## src/rtl/ifres_pkg.sv

```systemverilog
// rtl/ifres_pkg.sv - shared state enum, default sizes and sum-width helper for ifres_accum
package ifres_pkg;

  typedef enum logic [1:0] {
    FILL = 2'd0,
    RUN  = 2'd1,
    HOLD = 2'd2
  } state_t;

  localparam int DEF_WIDTH = 8;
  localparam int DEF_DEPTH = 4;

  // A full window of maximum samples fits exactly, so the running sum never wraps.
  function automatic int sum_width(input int width, input int depth);
    return width + $clog2(depth);
  endfunction

endpackage

```

## src/rtl/ifres_minmax.sv

```systemverilog
// rtl/ifres_minmax.sv - combinational max/min reduction tree over DEPTH samples
module ifres_minmax #(
  parameter int WIDTH = 8,
  parameter int DEPTH = 4
) (
  input  logic [WIDTH-1:0] data [DEPTH],
  output logic [WIDTH-1:0] data_max,
  output logic [WIDTH-1:0] data_min
);

  // Heap layout: leaves at DEPTH..2*DEPTH-1, node i reduces children 2i and 2i+1.
  logic [WIDTH-1:0] mx [2*DEPTH];
  logic [WIDTH-1:0] mn [2*DEPTH];

  always_comb begin
    mx[0] = '0;
    mn[0] = '0;
    for (int i = 0; i < DEPTH; i++) begin
      mx[DEPTH+i] = data[i];
      mn[DEPTH+i] = data[i];
    end
    for (int i = DEPTH - 1; i >= 1; i--) begin
      mx[i] = (mx[2*i] > mx[2*i+1]) ? mx[2*i] : mx[2*i+1];
      mn[i] = (mn[2*i] < mn[2*i+1]) ? mn[2*i] : mn[2*i+1];
    end
  end

  assign data_max = mx[1];
  assign data_min = mn[1];

endmodule

```

## src/rtl/ifres_accum.sv

```systemverilog
// rtl/ifres_accum.sv - sliding-window sum/max/min accumulator with valid/ready handshakes
module ifres_accum
  import ifres_pkg::*;
#(
  parameter int WIDTH = DEF_WIDTH,
  parameter int DEPTH = DEF_DEPTH
) (
  input  logic                                clk,
  input  logic                                rst,
  input  logic [WIDTH-1:0]                    in_data,
  input  logic                                in_valid,
  output logic                                in_ready,
  input  logic                                flush,
  output logic [sum_width(WIDTH, DEPTH)-1:0]  out_sum,
  output logic [WIDTH-1:0]                    out_max,
  output logic [WIDTH-1:0]                    out_min,
  output logic                                out_valid,
  input  logic                                out_ready,
  output logic [$clog2(DEPTH):0]              count
);

  localparam int PW = $clog2(DEPTH);
  localparam int CW = PW + 1;
  localparam int SW = sum_width(WIDTH, DEPTH);

  logic [WIDTH-1:0] win      [DEPTH];
  logic [WIDTH-1:0] win_next [DEPTH];
  logic [PW-1:0]    wptr;
  logic [SW-1:0]    sum;
  logic [SW-1:0]    sum_next;
  logic [WIDTH-1:0] evicted;
  logic [WIDTH-1:0] win_max;
  logic [WIDTH-1:0] win_min;
  state_t           state;
  logic             accept;
  logic             produce;

  assign in_ready = !flush && (!out_valid || out_ready);
  assign accept   = in_valid && in_ready;
  assign produce  = accept && (state != FILL || count == CW'(DEPTH - 1));

  // Once full, the write pointer always sits on the oldest entry.
  assign evicted  = (state == FILL) ? '0 : win[wptr];
  assign sum_next = sum + SW'(in_data) - SW'(evicted);

  always_comb begin
    for (int i = 0; i < DEPTH; i++) begin
      win_next[i] = (accept && wptr == PW'(i)) ? in_data : win[i];
    end
  end

  ifres_minmax #(
    .WIDTH(WIDTH),
    .DEPTH(DEPTH)
  ) u_minmax (
    .data    (win_next),
    .data_max(win_max),
    .data_min(win_min)
  );

  always_ff @(posedge clk or posedge rst) begin
    if (rst) begin
      for (int i = 0; i < DEPTH; i++) win[i] <= '0;
      wptr      <= '0;
      sum       <= '0;
      count     <= '0;
      out_sum   <= '0;
      out_max   <= '0;
      out_min   <= '0;
      out_valid <= 1'b0;
      state     <= FILL;
    end else if (flush) begin
      wptr      <= '0;
      sum       <= '0;
      count     <= '0;
      out_valid <= 1'b0;
      state     <= FILL;
    end else begin
      if (accept) begin
        win[wptr] <= in_data;
        wptr      <= wptr + 1'b1;
        sum       <= sum_next;
        if (state == FILL) count <= count + 1'b1;
      end
      if (produce) begin
        out_sum   <= sum_next;
        out_max   <= win_max;
        out_min   <= win_min;
        out_valid <= 1'b1;
        state     <= HOLD;
      end else if (out_valid && out_ready) begin
        out_valid <= 1'b0;
        state     <= RUN;
      end
    end
  end

endmodule

```

## config.mk

```make
export PLATFORM = sky130hd
export DESIGN_NAME = ifres_accum
export DESIGN_NICKNAME = d
export VERILOG_FILES = /design/src/rtl/ifres_pkg.sv /design/src/rtl/ifres_minmax.sv /design/src/rtl/ifres_accum.sv
export SDC_FILE = /design/constraint.sdc
export NUM_CORES = 1
export LEC_CHECK = 0
export CAP_MARGIN = 10
export CORE_MARGIN = 2
export CORE_UTILIZATION = 28
export CTS_CLUSTER_SIZE = 25
export DETAILED_ROUTE_END_ITERATION = 8
export PLACE_DENSITY = 0.41
export SLEW_MARGIN = 20
export SYNTH_ARGS = -nofsm -noshare
export SYNTH_HDL_FRONTEND = slang
export SYNTH_HIERARCHICAL = 1
export SYNTH_SLANG_ARGS = --single-unit
export TNS_END_PERCENT = 10
```

## constraint.sdc

```tcl
create_clock -name clk -period 5.4 [get_ports clk]
set_input_delay 0.81 -clock clk [delete_from_list [all_inputs] [get_ports clk]]
set_output_delay 0.81 -clock clk [all_outputs]
set_load 0.005 [all_outputs]
```

==> results_tabular.tex <==
\begin{tabular}{lr}
\hline
Metric & Value \\
\hline
\multicolumn{2}{l}{\textbf{Floorplanning}} \\
\quad Die outline height & 146 um \\
\quad Die W & 146 um \\
\quad Number of placement rows & 51 \\
\quad Standard cell core area & 19700 um2 \\
\quad Ports placed on the boundary & 44 \\
\quad Starting density of the core & 0.288 \\
\quad Floorplan die area & 21400 um2 \\
\multicolumn{2}{l}{\textbf{Synth}} \\
\quad Share of cell area taken by muxes after synthesis & 0.206 \\
\quad Synth Area in Adders & 0.132 \\
\quad Number of instances in the synthesized netlist & 557 \\
\quad Number of enable-type register cells in the synthesized netlist & 0 \\
\quad Post-synthesis instance area & 5660 um2 \\
\quad Prevailing post-synth register cell & dfrtp\_1 \\
\quad Share of synthesized flip-flops with an asynchronous set or reset & 1.00 \\
\quad Share of the synthesized area in the top cell type & 0.332 \\
\quad Area share of xor/xnor cells in the synthesized design & 0.0164 \\
\quad Synthesized Nets & 625 \\
\quad Most frequent cell after synthesis & dfrtp\_1 \\
\quad Post-synthesis average cell area & 10.2 um2 \\
\quad Unique masters post-synth & 62 \\
\quad Post-synthesis sequential area ratio & 0.332 \\
\quad Synth Area in Compound Gates & 0.142 \\
\quad Yosys warning count & 6 \\
\quad Number of synthesized register bits & 75 \\
\quad Main combinational cell family by area after synthesis & multiplexers \\
\quad Simple-gate share of the synthesized area & 0.103 \\
\quad Cell types occupying the most area after synthesis & dfrtp\_1 33\%, ha\_1 10\%, mux2i\_1 8.0\%, mux2\_4 6.1\%, o21ai\_0 5.0\% \\
\quad Commonest cells in the netlist & 75 x dfrtp\_1, 64 x inv\_1, 60 x nand2\_1 \\
\quad Cell accounting for the most synthesized area & dfrtp\_1 \\
\multicolumn{2}{l}{\textbf{Critical path}} \\
\quad CP endpoint kind & flip-flop \\
\quad Crit. Startpoint & out\_ready \\
\quad Worst setup SP type & primary input \\
\quad Required time at the worst-slack endpoint & 5.63 ns \\
\quad Crit path max fanout & 21 \\
\quad Most used cell, CP & buf\_4 \\
\quad Crit-path slowest cell & clkdlybuf4s50\_1 \\
\quad CP max stage delay & 0.47 ns \\
\quad Type of the worst setup path & primary input to flip-flop \\
\quad Worst reg2reg path startpoint & out\_valid \\
\quad Data arrival time at the worst-slack endpoint & 5.33 ns \\
\multicolumn{2}{l}{\textbf{Timing}} \\
\quad Setup Skew & 0.00805 ns \\
\quad Number of slew-limit violations in the final report & 0 \\
\quad Sum Neg Setup Slack & 0 ns \\
\quad Final-report setup violation count & 0 \\
\quad Maximum clock rate & 196 MHz \\
\quad Worst slew slack as a fraction of its limit & 0.425 \\
\quad Hold Violations, Final & 0 \\
\quad Tmin final & 5.10 ns \\
\quad Actual slew at the worst max-slew pin & 0.860 ns \\
\quad Post-route fraction of the period consumed by the critical path & 0.945 \\
\multicolumn{2}{l}{\textbf{Power and ir drop}} \\
\quad Power consumption & 4.03 mW \\
\quad Power density over the cells & 539 nW/um2 \\
\quad Largest voltage drop on the vdd net & 0.000438 V \\
\quad Leakage & 3.64 nW \\
\multicolumn{2}{l}{\textbf{Hold path}} \\
\quad Type of the worst min-delay path & flip-flop to flip-flop \\
\quad Startpoint of the most critical hold path & out\_sum[2] \\
\multicolumn{2}{l}{\textbf{Place}} \\
\quad Gpl congestion & 0.817 \\
\quad Total half-perimeter wirelength after legalization and detailed placement & 11900 um \\
\quad Post-placement cell count & 948 \\
\quad Placed inst area & 7070 um2 \\
\quad Input/output buffers & 43 \\
\multicolumn{2}{l}{\textbf{Final layout}} \\
\quad Post-layout instance count excluding filler cells & 965 \\
\quad Count of inserted antenna diode cells & 0 \\
\quad Area growth from synthesis to final layout & 32.2\% \\
\quad Fraction of final layout cells sized beyond drive strength 1 & 0.274 \\
\quad Final instance area & 7480 um2 \\
\quad Net count of the finished layout & 763 \\
\multicolumn{2}{l}{\textbf{Clock tree}} \\
\quad Total CTS buffers & 9 \\
\quad Library cell used as clock root buffer & clkbuf\_16 \\
\quad Clock latency reported for the late side of the worst-skew pair & 0.35 ns \\
\quad Maximum count of clock buffers along a single path & 2 \\
\quad Clock-pin transition on the worst setup and hold timing paths & 0.06 ns \\
\quad Level count of the clock H-tree & 3 \\
\quad Num Clock Sinks & 75 \\
\quad CTS Hold Bufs & 0 \\
\quad Clock tree from TritonCTS & done \\
\multicolumn{2}{l}{\textbf{Route}} \\
\quad Final WL & 15400 um \\
\quad Drt via density & 4.57 \\
\quad Antenna viol nets, final & 0 \\
\quad Detailed Route Iter0 Violations & 167 \\
\quad Total via count after detailed routing & 4414 \\
\quad Drt pass-1 iters & 5 \\
\quad DRC violation count after routing & 0 \\
\quad Average wire per standard cell & 15.9 um \\
\multicolumn{2}{l}{\textbf{GRT}} \\
\quad Fraction of met1 tracks used by global routing & 0.192 \\
\quad Maximum number of pins on one net before global-route repair & 40 \\
\quad Total global-route track usage & 0.151 \\
\quad Met3 routing resource usage after global routing & 0.0291 \\
\quad Vias in the first global route & 4725 \\
\quad Fraction of met2 tracks used by global routing & 0.265 \\
\quad Overall overflow remaining after global route & 0 \\
\quad Antenna violations before repair & 0 \\
\quad First-pass GRT wire length & 25300 um \\
\quad Top Usage Layer GRT & met2 \\
\multicolumn{2}{l}{\textbf{Status}} \\
\quad Result of the run & complete, no violations \\
\multicolumn{2}{l}{\textbf{Run}} \\
\quad Count of max-cap constraint violations & 0 \\
\hline
\end{tabular}
[sequential cells by signal, indices dropped and copies added, names as in the netlist]
name / flops
win: 32
out_sum: 10
sum: 10
out_max: 8
out_min: 8
count: 3
wptr: 2
out_valid: 1
state: 1
[per-stage QoR]
stage                     hold WS, ns  setup slack, ns   util
final                           0.485            0.299  0.380
after global routing            0.525         -0.00268  0.380
after CTS                       0.493          0.00132  0.376
after detailed placement        0.478           -0.446  0.360
after global placement          0.473           -0.368  0.360
after floorplan                 0.458            0.532      -
[cell usage in the layout (no fill, tap or decap), types with 2 or more instances in the layout]
cell type,n
o21a_1,3
nand4_1,6
nand2_1,60
fa_1,8
xnor2_1,6
inv_1,63
nand2_4,2
mux2i_2,5
clkbuf_8,2
a21o_1,8
o21ai_1,13
and3_1,3
o21ai_0,48
buf_12,3
nor2b_1,8
nand2_8,2
a21oi_4,3
mux2_2,9
nand3_1,5
and2_1,2
mux2i_1,39
mux2_4,23
nor2_1,14
ha_1,47
buf_4,101
a211oi_1,2
dfrtp_1,75
mux4_2,8
a31oi_1,2
nand2b_1,4
nor3_1,2
mux2_1,8
xor2_1,2
clkdlybuf4s50_1,43
clkinv_2,2
clkbuf_16,9
a21oi_1,24
[power breakdown]
group | switching, mW | internal [mW] | total (mW)
Combinational | 1.22 | 1.39 | 2.60
Sequential | 0.0906 | 0.696 | 0.787
Clock | 0.258 | 0.385 | 0.643
[layer usage]
layer | part of all wire | vias up
met3 | 0.029 | 9
met1 | 0.47 | 2116
met2 | 0.50 | 67
met4 | 0.0088 | 0
met5 | 0 | -
li1 | - | 2222
[worst max-delay path, delay by kind of cell]
family / cells / cell delay (ns)
multiplexers: 3 / 0.69
buffers and inverters: 8 / 1.43
adder cells (fa/ha/maj): 2 / 0.62
AO/OA/AOI/OAI: 5 / 0.64
AND/OR/NAND/NOR: 8 / 1.12
[worst paths after layout]
| kind | to | slack (ns) | cells after the start |
|---|---|---|---|
| min in group asynchronous | out_sum[6] | 0.88 | 2 |
| worst max register to register | out_max[0] | 0.78 | 25 |
| max in group asynchronous | win[9] | 3.52 | 3 |
| worst min-delay path | out_sum[2] | 0.48 | 2 |
| worst max-delay path | out_max[0] | 0.30 | 26 |
| worst min register to register | out_sum[2] | 0.48 | 2 |
[final cells by class]
class	instances	area, um2
timing repair buffer	147	1250
sequential	75	1880
clock inverter	5	60.1
clock buffer	11	253
tap	265	332
inverter	64	241
fill	2036	12200
multi-input combinational	398	3470
[what timing repair did]
item / 4_1_cts / 5_1_grt
gates resized for setup: 5 / 19
setup endpoints to repair: 15 / 16
setup buffers: 0 / 1
[cell families after synthesis]
logic type / after synthesis
AO/OA/AOI/OAI: 121
AND/OR/NAND/NOR: 120
multiplexers: 93
buffers and inverters: 84
flip-flops: 75
adder cells (fa/ha/maj): 55
XOR/XNOR: 9
(Power assumes the default switching activity.)
